**config.mk**
```make
export PLATFORM = sky130hd
export DESIGN_NAME = emu_wb_host_flat
export DESIGN_NICKNAME = d
export VERILOG_FILES = /design/src/rtl/emu_wb_host_if.sv /design/src/rtl/emu_wb_host.sv /design/src/flat_wrapper.sv
export SDC_FILE = /design/constraint.sdc
export NUM_CORES = 1
export LEC_CHECK = 0
export CAP_MARGIN = 20
export CORE_MARGIN = 4
export CORE_UTILIZATION = 49
export CTS_BUF_LIST = sky130_fd_sc_hd__clkbuf_16
export DETAILED_ROUTE_END_ITERATION = 6
export GPL_ROUTABILITY_DRIVEN = 0
export PLACE_DENSITY = 0.89
export SYNTH_ARGS = -nofsm -noshare
export SYNTH_HDL_FRONTEND = slang
export SYNTH_SLANG_ARGS = --single-unit
```
**constraint.sdc**
```tcl
create_clock -name wb_clk_i -period 3.95 [get_ports wb_clk_i]
set_input_delay 0.395 -clock wb_clk_i [delete_from_list [all_inputs] [get_ports wb_clk_i]]
set_output_delay 0.395 -clock wb_clk_i [all_outputs]
set_load 0.02 [all_outputs]
```
**src/rtl/emu_wb_host_if.sv**
```systemverilog
// Byte-link and Wishbone master signal bundle for emu_wb_host.
// master: the emu_wb_host view; slave: the host link / Wishbone slave side.
interface emu_wb_host_if;
   logic [7:0]  rx_data;
   logic        rx_valid;
   logic        rx_ready;
   logic [7:0]  tx_data;
   logic        tx_valid;
   logic        tx_ready;
   logic        wbs_cyc_o;
   logic        wbs_stb_o;
   logic        wbs_we_o;
   logic [3:0]  wbs_sel_o;
   logic [31:0] wbs_adr_o;
   logic [31:0] wbs_dat_o;
   logic [31:0] wbs_dat_i;
   logic        wbs_ack_i;
   logic        busy;

   modport master (
      input  rx_data, rx_valid, tx_ready, wbs_dat_i, wbs_ack_i,
      output rx_ready, tx_data, tx_valid, wbs_cyc_o, wbs_stb_o, wbs_we_o,
             wbs_sel_o, wbs_adr_o, wbs_dat_o, busy
   );

   modport slave (
      output rx_data, rx_valid, tx_ready, wbs_dat_i, wbs_ack_i,
      input  rx_ready, tx_data, tx_valid, wbs_cyc_o, wbs_stb_o, wbs_we_o,
             wbs_sel_o, wbs_adr_o, wbs_dat_o, busy
   );
endinterface

```
**src/rtl/emu_wb_host.sv**
```systemverilog
// Byte-stream command parser driving single 32-bit Wishbone classic cycles.
// Optional bus timeout enabled by defining EMU_WB_TIMEOUT_EN.
module emu_wb_host #(
   parameter int          TIMEOUT_CYCLES = 1024,
   parameter logic [7:0]  CMD_WRITE      = 8'h57,
   parameter logic [7:0]  CMD_READ       = 8'h52
) (
   input logic            wb_clk_i,
   input logic            wb_rst_i,
   emu_wb_host_if.master  bus
);

   localparam logic [2:0] S_IDLE = 3'd0;
   localparam logic [2:0] S_ADDR = 3'd1;
   localparam logic [2:0] S_DATA = 3'd2;
   localparam logic [2:0] S_BUS  = 3'd3;
   localparam logic [2:0] S_RESP = 3'd4;

   localparam logic [7:0] ST_OK  = 8'h06;
   localparam logic [7:0] ST_TMO = 8'h15;
   localparam logic [7:0] ST_BAD = 8'h3F;

   logic [2:0]  state_q, state_d;
   logic        we_q, we_d;
   logic [1:0]  cnt_q, cnt_d;
   logic [31:0] adr_q, adr_d;
   logic [31:0] wdat_q, wdat_d;
   logic [31:0] rdat_q, rdat_d;
   logic [2:0]  left_q, left_d;
   logic [7:0]  txd_q, txd_d;
   logic        txv_q, txv_d;
   logic        cyc_q, cyc_d;
   logic        wbwe_q, wbwe_d;
   logic [3:0]  sel_q, sel_d;
   logic        rdy_q, rdy_d;
   logic        busy_q, busy_d;
   logic        rx_fire_s, tx_fire_s, tmo_s;

   assign rx_fire_s = bus.rx_valid & rdy_q;
   assign tx_fire_s = txv_q & bus.tx_ready;

`ifdef EMU_WB_TIMEOUT_EN
   localparam int TW = (TIMEOUT_CYCLES > 2) ? $clog2(TIMEOUT_CYCLES) : 1;
   localparam logic [TW-1:0] TMO_LAST = TW'(TIMEOUT_CYCLES - 1);
   logic [TW-1:0] tmo_q, tmo_d;

   // tmo_q holds (cycles spent in BUS - 1); zero everywhere else so entry starts clean
   assign tmo_s = (tmo_q == TMO_LAST);

   // Bus-cycle timeout counter next state
   always_comb begin
      tmo_d = '0;
      if (state_q == S_BUS && !tmo_s) begin
         tmo_d = tmo_q + TW'(1);
      end else begin
         tmo_d = '0;
      end
   end

   // Bus-cycle timeout counter register
   always_ff @(posedge wb_clk_i or posedge wb_rst_i) begin
      if (wb_rst_i) begin
         tmo_q <= '0;
      end else begin
         tmo_q <= tmo_d;
      end
   end
`else
   logic unused_tmo_s;
   assign unused_tmo_s = ^TIMEOUT_CYCLES;
   assign tmo_s = 1'b0;
`endif

   // Command parser, bus sequencing and response sequencing
   always_comb begin
      state_d = state_q;
      we_d    = we_q;
      cnt_d   = cnt_q;
      adr_d   = adr_q;
      wdat_d  = wdat_q;
      rdat_d  = rdat_q;
      left_d  = left_q;
      txd_d   = txd_q;
      case (state_q)
         S_IDLE: begin
            if (rx_fire_s) begin
               if (bus.rx_data == CMD_WRITE || bus.rx_data == CMD_READ) begin
                  we_d    = (bus.rx_data == CMD_WRITE);
                  cnt_d   = 2'd0;
                  state_d = S_ADDR;
               end else begin
                  txd_d   = ST_BAD;
                  left_d  = 3'd0;
                  state_d = S_RESP;
               end
            end else begin
               state_d = S_IDLE;
            end
         end
         S_ADDR: begin
            if (rx_fire_s) begin
               adr_d = {adr_q[23:0], bus.rx_data};
               cnt_d = cnt_q + 2'd1;
               if (cnt_q == 2'd3) begin
                  state_d = we_q ? S_DATA : S_BUS;
               end else begin
                  state_d = S_ADDR;
               end
            end else begin
               state_d = S_ADDR;
            end
         end
         S_DATA: begin
            if (rx_fire_s) begin
               wdat_d = {wdat_q[23:0], bus.rx_data};
               cnt_d  = cnt_q + 2'd1;
               if (cnt_q == 2'd3) begin
                  state_d = S_BUS;
               end else begin
                  state_d = S_DATA;
               end
            end else begin
               state_d = S_DATA;
            end
         end
         S_BUS: begin
            // Ack is tested first so an ack on the expiry cycle still succeeds
            if (bus.wbs_ack_i) begin
               if (!we_q) begin
                  rdat_d = bus.wbs_dat_i;
                  left_d = 3'd4;
               end else begin
                  left_d = 3'd0;
               end
               txd_d   = ST_OK;
               state_d = S_RESP;
            end else if (tmo_s) begin
               txd_d   = ST_TMO;
               left_d  = 3'd0;
               state_d = S_RESP;
            end else begin
               state_d = S_BUS;
            end
         end
         S_RESP: begin
            if (tx_fire_s) begin
               if (left_q == 3'd0) begin
                  state_d = S_IDLE;
               end else begin
                  txd_d   = rdat_q[31:24];
                  rdat_d  = {rdat_q[23:0], 8'h00};
                  left_d  = left_q - 3'd1;
                  state_d = S_RESP;
               end
            end else begin
               state_d = S_RESP;
            end
         end
         default: begin
            state_d = S_IDLE;
         end
      endcase

      rdy_d  = (state_d == S_IDLE) || (state_d == S_ADDR) || (state_d == S_DATA);
      busy_d = (state_d != S_IDLE);
      cyc_d  = (state_d == S_BUS);
      wbwe_d = cyc_d & we_d;
      sel_d  = cyc_d ? 4'hF : 4'h0;
      txv_d  = (state_d == S_RESP);
   end

   // State and registered outputs
   always_ff @(posedge wb_clk_i or posedge wb_rst_i) begin
      if (wb_rst_i) begin
         state_q <= S_IDLE;
         we_q    <= 1'b0;
         cnt_q   <= 2'd0;
         adr_q   <= 32'h0000_0000;
         wdat_q  <= 32'h0000_0000;
         rdat_q  <= 32'h0000_0000;
         left_q  <= 3'd0;
         txd_q   <= 8'h00;
         txv_q   <= 1'b0;
         cyc_q   <= 1'b0;
         wbwe_q  <= 1'b0;
         sel_q   <= 4'h0;
         rdy_q   <= 1'b0;
         busy_q  <= 1'b0;
      end else begin
         state_q <= state_d;
         we_q    <= we_d;
         cnt_q   <= cnt_d;
         adr_q   <= adr_d;
         wdat_q  <= wdat_d;
         rdat_q  <= rdat_d;
         left_q  <= left_d;
         txd_q   <= txd_d;
         txv_q   <= txv_d;
         cyc_q   <= cyc_d;
         wbwe_q  <= wbwe_d;
         sel_q   <= sel_d;
         rdy_q   <= rdy_d;
         busy_q  <= busy_d;
      end
   end

   assign bus.rx_ready  = rdy_q;
   assign bus.tx_data   = txd_q;
   assign bus.tx_valid  = txv_q;
   assign bus.wbs_cyc_o = cyc_q;
   assign bus.wbs_stb_o = cyc_q;
   assign bus.wbs_we_o  = wbwe_q;
   assign bus.wbs_sel_o = sel_q;
   assign bus.wbs_adr_o = adr_q;
   assign bus.wbs_dat_o = wdat_q;
   assign bus.busy      = busy_q;

endmodule

```
**src/flat_wrapper.sv**
```systemverilog
// flat-port wrapper written by rule: the top's interface ports become plain ports
module emu_wb_host_flat 
#(
   parameter int          TIMEOUT_CYCLES = 1024,
   parameter logic [7:0]  CMD_WRITE      = 8'h57,
   parameter logic [7:0]  CMD_READ       = 8'h52
)
  (wb_clk_i, wb_rst_i, bus_rx_data, bus_rx_valid, bus_tx_ready, bus_wbs_dat_i, bus_wbs_ack_i, bus_rx_ready, bus_tx_data, bus_tx_valid, bus_wbs_cyc_o, bus_wbs_stb_o, bus_wbs_we_o, bus_wbs_sel_o, bus_wbs_adr_o, bus_wbs_dat_o, bus_busy);
  emu_wb_host_if bus_i ();
  input logic wb_clk_i;
  input logic wb_rst_i;
  input wire logic [$bits(bus_i.rx_data)-1:0] bus_rx_data;
  input wire logic [$bits(bus_i.rx_valid)-1:0] bus_rx_valid;
  input wire logic [$bits(bus_i.tx_ready)-1:0] bus_tx_ready;
  input wire logic [$bits(bus_i.wbs_dat_i)-1:0] bus_wbs_dat_i;
  input wire logic [$bits(bus_i.wbs_ack_i)-1:0] bus_wbs_ack_i;
  output wire logic [$bits(bus_i.rx_ready)-1:0] bus_rx_ready;
  output wire logic [$bits(bus_i.tx_data)-1:0] bus_tx_data;
  output wire logic [$bits(bus_i.tx_valid)-1:0] bus_tx_valid;
  output wire logic [$bits(bus_i.wbs_cyc_o)-1:0] bus_wbs_cyc_o;
  output wire logic [$bits(bus_i.wbs_stb_o)-1:0] bus_wbs_stb_o;
  output wire logic [$bits(bus_i.wbs_we_o)-1:0] bus_wbs_we_o;
  output wire logic [$bits(bus_i.wbs_sel_o)-1:0] bus_wbs_sel_o;
  output wire logic [$bits(bus_i.wbs_adr_o)-1:0] bus_wbs_adr_o;
  output wire logic [$bits(bus_i.wbs_dat_o)-1:0] bus_wbs_dat_o;
  output wire logic [$bits(bus_i.busy)-1:0] bus_busy;
  assign bus_i.rx_data = bus_rx_data;
  assign bus_i.rx_valid = bus_rx_valid;
  assign bus_i.tx_ready = bus_tx_ready;
  assign bus_i.wbs_dat_i = bus_wbs_dat_i;
  assign bus_i.wbs_ack_i = bus_wbs_ack_i;
  assign bus_rx_ready = bus_i.rx_ready;
  assign bus_tx_data = bus_i.tx_data;
  assign bus_tx_valid = bus_i.tx_valid;
  assign bus_wbs_cyc_o = bus_i.wbs_cyc_o;
  assign bus_wbs_stb_o = bus_i.wbs_stb_o;
  assign bus_wbs_we_o = bus_i.wbs_we_o;
  assign bus_wbs_sel_o = bus_i.wbs_sel_o;
  assign bus_wbs_adr_o = bus_i.wbs_adr_o;
  assign bus_wbs_dat_o = bus_i.wbs_dat_o;
  assign bus_busy = bus_i.busy;
  emu_wb_host #(.TIMEOUT_CYCLES(TIMEOUT_CYCLES), .CMD_WRITE(CMD_WRITE), .CMD_READ(CMD_READ)) u_core (.wb_clk_i(wb_clk_i), .wb_rst_i(wb_rst_i), .bus(bus_i));
endmodule
```
==> results of run 1 <==
## power by group
part	internal, W	switching, W	total [W]
clock	0.00103	0.000524	0.00156
combinational	0.000424	0.000574	0.000998
sequential	0.00141	0.000137	0.00155
## layer usage
metal,global-route usage (%),vias to the layer above,routed length (microns)
li1,-,1660,-
met1,27.9,1859,5060
met2,38.0,159,6820
met3,5.80,42,725
met4,9.83,0,435
met5,0,-,0
## kinds of logic (layout without fill, tap and decap cells)
kind of cell / Yosys count / count (layout) / share of synthesized area [%]
xor+xnor: 2 / 2 / 0.353
fa+ha+maj: 3 / 3 / 0.756
simple gates: 105 / 105 / 9.85
mux: 78 / 78 / 17.5
buf+inv: 42 / 178 / 4.54
flops: 118 / 118 / 59.5
compound gates: 54 / 54 / 7.49
## sequential cells by signal, indices dropped and copies added (netlist names)
signal / count
u_core.bus.wbs_adr_o: 32
u_core.bus.wbs_dat_o: 32
u_core.rdat_q: 32
u_core.bus.tx_data: 8
u_core.left_q: 3
u_core.state_q: 3
u_core.cnt_q: 2
u_core.bus.busy: 1
u_core.bus.rx_ready: 1
u_core.bus.tx_valid: 1
u_core.bus.wbs_sel_o: 1
u_core.bus.wbs_we_o: 1
u_core.we_q: 1
## worst max path at each step
stage | start | end | cells after the start
floorplan | wb_rst_i | u_core.bus.busy$_DFF_PP0_ | 1
global placement | u_core.state_q[1]$_DFF_PP0_ | u_core.bus.busy$_DFF_PP0_ | 4
detailed placement | u_core.state_q[1]$_DFF_PP0_ | u_core.bus.busy$_DFF_PP0_ | 4
CTS | u_core.state_q[1]$_DFF_PP0_ | u_core.bus.busy$_DFF_PP0_ | 4
global route | u_core.state_q[1]$_DFF_PP0_ | u_core.left_q[1]$_DFFE_PP0P_ | 5
finish | u_core.state_q[0]$_DFF_PP0_ | u_core.left_q[1]$_DFFE_PP0P_ | 5
## cells in the mapped netlist, drive strengths merged, types with 2 or more instances
master / number
ha: 3
nor3: 2
mux2: 69
a31oi: 27
a31o: 2
clkbuf: 8
inv: 14
mux2i: 9
or2: 2
buf: 20
xnor2: 2
nand4: 2
a22o: 8
nor3b: 2
nand2: 53
nor2: 31
and2: 2
o22ai: 3
dfrtp: 118
o21ai: 6
nand3b: 2
## critical path, delay by kind of cell (launching register included)
family	cells	cell delay [ps]
multiplexers	1	350
flip-flops	1	580
AND/OR/NAND/NOR	1	660
AO/OA/AOI/OAI	2	320
buffers and inverters	1	290
## metrics by stage
step                      area (sq um)  hold WS, ps  util, %
after global placement            6300          476     64.2
after detailed placement          6300          481     64.2
after global routing              6910          512     70.4
after CTS                         6900          498     70.2
after floorplan                   4960          466        -
final                             6910          493     70.4
## area by class of cell
class	instances	area (sq um)
Multi-Input combinational cell	242	1810
Fill cell	664	2910
Clock buffer	17	425
Tap cell	133	166
Sequential cell	118	2950
Timing Repair Buffer	133	1330
Inverter	14	55.1
Clock inverter	14	168
==> run_results.csv, run 1 <==
group,metric,value,unit
sta,fin_crit,2330,ps
cts,insertion_delay,410,ps
cells_and_area,num-nets-final,574,
setup_path,r2r_setup_slack,1620,ps
worst_hold_path,min_to,"u_core.bus.wbs_dat_o[27]$_DFFE_PP0P_",
drt,drc,0,
drt,dr.pass1.iters,7,
cts,path_clk_slew,50,ps
yosys,syn-num-nets,450,
yosys,ys_warn_count,0,
setup_path,crit_path_start_kind,"flop",
sta,tns,0,ps
yosys,yosysTopAreaCellShare,59.5,%
cts,htree_levels,4,
yosys,synth_ff_type,"dfrtp_1",
pwr,irDropWorstVdd,0.450,mV
cells_and_area,syn_to_final_growth,39.2,%
setup_path,rr_endpoint,"u_core.left_q[1]$_DFFE_PP0P_",
placement,hpwl,8.19,mm
drt,wl_per_cell,19.4,microns
setup_path,cp_slowest_stage_delay,660,ps
sta,final.setup.worst_slack,1620,ps
placement,dp_cells,639,
floorplanning,ios,127,
yosys,synth_cell_types,43,
yosys,syn_avg_cell_area,12.4,sq um
cts,cts-resized-gates,0,
pwr,power.density_cell_area,593,nW/um^2
cells_and_area,instances_no_fill,671,
floorplanning,initial_core_util,50.6,%
flow_run,maxCapViolations,0,
drt,vias,3720,
sta,finalCritPeriodShare,58.9,%
yosys,synthCells,402,
setup_path,path_max_fanout,15,
sta,skew,10.3,ps
sta,fmax,0.430,GHz
floorplanning,die-area,11800,sq um
global_route,grt_max_degree,73,
yosys,synth_area_leaders,"dfrtp_1 59%, mux2_2 15%, nand2_1 4.0%",
floorplanning,fp-row-count,36,
worst_hold_path,hold_depth,1,
cts,cts_buffers,17,
yosys,synth-seq-area-share,59.5,%
global_route,antenna_found_initial,0,
floorplanning,fp.dieH,109,microns
setup_path,cp_slowest_cell,"nor3_1",
run_status,status,"finished, final reports clean",
drt,drtAntennaViolNets,0,
floorplanning,design.core.area,9820,sq um
drt,via_per_inst,5.54,
sta,slew-limit-headroom,41.1,%
placement,post-place-ws,1340,ps
sta,setup_viol,0,
cells_and_area,antenna_cells,0,
yosys,synth-seq-cells,118,
cts,postCtsSetupBuffers,0,
drt,wl,13.0,mm
setup_path,rr_worst_depth,5,
sta,finalHoldViolCount,0,
cts,clock_path_buffers,2,
sta,drv_slew,0,
setup_path,worstSetupPathType,"reg -> reg",
pwr,p_leak,3.22,nW
sta,worstMarginPinSlew,883,ps
cells_and_area,layout_common_cells,"126 x clkdlybuf4s50_1, 118 x dfrtp_1, 66 x mux2_2",
cts,cts_tree,"built",
setup_path,critical_path_required,4240,ps
drt,drt_iter0_drc,495,
floorplanning,die_w,109,microns
global_route,grt_use_total,22.7,%
worst_hold_path,min_path_type,"reg -> reg",
cells_and_area,drive_gt1_share,20.4,%
pwr,finalPower,0.00410,W
setup_path,crit_path_end_kind,"flop",
sta,rsz0062_at_grt,"no",
yosys,synth_edf_count,0,
yosys,syn-cell-area,4960,sq um
setup_path,worstReg2RegStart,"u_core.state_q[0]$_DFF_PP0_",
global_route,grt_pass1_wl,20.3,mm
global_route,grt-ovfl-total,0,
worst_hold_path,hp-start,"u_core.bus.wbs_dat_o[27]$_DFFE_PP0P_",
setup_path,arrival,2620,ps
yosys,synth_top_cell_by_area,"dfrtp_1",
cells_and_area,final_common_cell,"clkdlybuf4s50_1",
cts,cts_root_buffer,"clkbuf_16",
cts,cts_sinks,118,
placement,portBuffers,126,
yosys,async_flop_share,100,%
setup_path,path_cells,"nor3_1, a222oi_1, o41ai_2, buf_4, mux2_2",
global_route,grt_pass1_vias,3878,
cts,holdBufCountCts,0,
No activity file was read; power rests on OpenSTA's default activity.
==> run 2, diff against run 1 <==
--- a/config.mk
+++ b/config.mk
@@ -7,11 +7,11 @@
 export LEC_CHECK = 0
 export CAP_MARGIN = 20
 export CORE_MARGIN = 4
-export CORE_UTILIZATION = 49
+export CORE_UTILIZATION = 44
 export CTS_BUF_LIST = sky130_fd_sc_hd__clkbuf_16
 export DETAILED_ROUTE_END_ITERATION = 6
 export GPL_ROUTABILITY_DRIVEN = 0
-export PLACE_DENSITY = 0.89
+export PLACE_DENSITY = 0.85
 export SYNTH_ARGS = -nofsm -noshare
 export SYNTH_HDL_FRONTEND = slang
 export SYNTH_SLANG_ARGS = --single-unit
==> constraint.sdc (replaced) <==
create_clock -name wb_clk_i -period 2.1 [get_ports wb_clk_i]
set_input_delay 0.21 -clock wb_clk_i [delete_from_list [all_inputs] [get_ports wb_clk_i]]
set_output_delay 0.21 -clock wb_clk_i [all_outputs]
set_load 0.02 [all_outputs]
==> run_results.csv, run 2 (synthesis results as in run 1) <==
group,metric,value,unit
global_route,grt_use_total,17.5,%
sta,final.setup.worst_slack,-82.4,ps
setup_path,crit_path_start_kind,"flop",
global_route,top_usage_layer,"met2",
global_route,use_met2,30.2,%
floorplanning,fp.dieH,114,microns
placement,hpwl,7.80,mm
cells_and_area,fill_cells,791,
setup_path,path_cells,"inv_2, ha_4, ha_4, nand3b_1, a222oi_1, o41ai_4, mux2_4",
pwr,p_leak,3.32,nW
setup_path,cp_slowest_cell,"a222oi_1",
setup_path,crit_path_frequent_cell,"ha_4",
cells_and_area,drive_gt1_share,24.6,%
drt,drt_iter0_drc,282,
setup_path,cp_slowest_stage_delay,550,ps
worst_hold_path,min_path_type,"in -> async",
cts,cts_sinks,118,
cts,clock_path_buffers,2,
cells_and_area,final_common_cell,"clkdlybuf4s50_1",
cts,cts_root_buffer,"clkbuf_16",
sta,skew,10.7,ps
floorplanning,ios,127,
global_route,met1_usage,21.8,%
setup_path,crit_path_end_kind,"flop",
pwr,irDropWorstVdd,0.590,mV
sta,rsz0062_at_grt,"yes",
cells_and_area,finalInstanceArea,7150,sq um
placement,dp_cells,664,
floorplanning,design.core.area,10900,sq um
sta,setup_viol,11,
drt,drc,0,
cells_and_area,num-nets-final,592,
pwr,power.density_cell_area,1090,nW/um^2
cells_and_area,instances_no_fill,697,
sta,tns,-798,ps
cts,cts_tree,"built",
global_route,grt_max_degree,119,
drt,drtAntennaViolNets,0,
floorplanning,die_w,114,microns
drt,wl_per_cell,16.3,microns
global_route,grt_pass1_wl,18.2,mm
floorplanning,fp-row-count,38,
sta,fin_crit,2180,ps
drt,via_per_inst,5.19,
sta,drv_slew,0,
global_route,grt_pass1_vias,3675,
drt,vias,3614,
cts,htree_levels,4,
sta,fmax,0.458,GHz
floorplanning,die-area,13000,sq um
cells_and_area,syn_to_final_growth,44.0,%
placement,portBuffers,126,
sta,finalCritPeriodShare,104,%
setup_path,critical_path_required,2390,ps
run_status,status,"complete, but fails checks",
cells_and_area,antenna_cells,0,
global_route,use_met3,4.55,%
floorplanning,initial_core_util,45.4,%
sta,slew-limit-headroom,57.1,%
global_route,grt-ovfl-total,0,
placement,dpl_cell_area,6490,sq um
cells_and_area,final_core_util,65.4,%
setup_path,worstSetupPathType,"reg -> reg",
setup_path,r2r_setup_slack,-80,ps
drt,dr.pass1.iters,5,
drt,wl,11.3,mm
setup_path,path_max_fanout,4,
cts,path_clk_slew,60,ps
sta,worstMarginPinSlew,643,ps
flow_run,maxCapViolations,0,
cts,cts_buffers,17,
global_route,antenna_found_initial,0,
run_status,violations,"setup timing",
cells_and_area,layout_common_cells,"126 x clkdlybuf4s50_1, 118 x dfrtp_1, 65 x mux2_2",
sta,finalHoldViolCount,0,
setup_path,arrival,2470,ps
cts,insertion_delay,400,ps
## run 2: changes by cell type in the layout (fill, tap and decap cells not counted), moves of 2 or more
cell | before | now
clkinv_1 | 4 | 0
inv_6 | 0 | 2
ha_4 | 0 | 2
buf_4 | 5 | 20
buf_12 | 1 | 4
clkinv_4 | 0 | 5
inv_1 | 15 | 13
ha_1 | 3 | 1
## run 2: worst paths after layout
path,start,endpoint,depth (start not counted)
setup / recovery,u_core.left_q[0]$_DFFE_PP0P_,u_core.left_q[2]$_DFFE_PP0P_,7
hold / removal,wb_rst_i,u_core.left_q[0]$_DFFE_PP0P_,3
setup reg to reg,u_core.left_q[0]$_DFFE_PP0P_,u_core.left_q[2]$_DFFE_PP0P_,7
hold reg to reg,u_core.bus.wbs_dat_o[27]$_DFFE_PP0P_,u_core.bus.wbs_dat_o[27]$_DFFE_PP0P_,1
max in group asynchronous,wb_rst_i,u_core.bus.wbs_adr_o[4]$_DFFE_PP0P_,3
min in group wb_clk_i,bus_wbs_dat_i[8],u_core.rdat_q[8]$_DFFE_PP0P_,3
## run 2: where the power goes
| group | internal [W] | switching (W) | leakage [nW] | total, W |
|---|---|---|---|---|
| registers | 0.00265 | 0.000221 | 1.54 | 0.00287 |
| logic | 0.000921 | 0.00104 | 1.49 | 0.00197 |
| clock network | 0.00187 | 0.00106 | 0.295 | 0.00293 |
## run 2: final cells by class
| class | instances | area [sq um] | share of cell area [%] |
|---|---|---|---|
| flip-flops and latches | 118 | 2950 | 41.3 |
| well taps | 140 | 175 | 2.45 |
| clock inverters | 15 | 180 | 2.52 |
| multi-input cells | 242 | 1860 | 26.0 |
| inverters | 14 | 56.3 | 0.788 |
| repair buffers | 151 | 1500 | 21.0 |
| clock buffers | 17 | 425 | 5.95 |
## run 2: critical path: cells and delay by family (launching register included)
kind	cells	cell delay, ps
buf+inv	1	70
flops	1	380
simple gates	1	190
mux	1	340
fa+ha+maj	2	310
compound gates	2	790
## run 2: per-stage QoR
stage | hold WS (ps) | worst slack, ps | total power, W
2_1_floorplan | 350 | 185 | 0.00408
3_3_place_gp | 475 | -17.6 | 0.00468
3_5_place_dp | 482 | -59.3 | 0.00476
4_1_cts | 351 | 25.0 | 0.00773
5_1_grt | 370 | -142 | 0.00820
6_report | 313 | -82.4 | 0.00777
## run 2: per-layer routing
layer | routed length, microns | up-vias
met2 | 5620 | 133
met3 | 707 | 20
met5 | 0 | -
met1 | 4810 | 1773
met4 | 191 | 0
li1 | - | 1688
## run 2: repair_timing
action	in CTS	in global routing
setup endpoints to repair	1	11
setup buffers	0	2
pin swaps	1	2
hold buffers	0	0
endpoints found under the hold margin	0	0
resized for setup	0	8
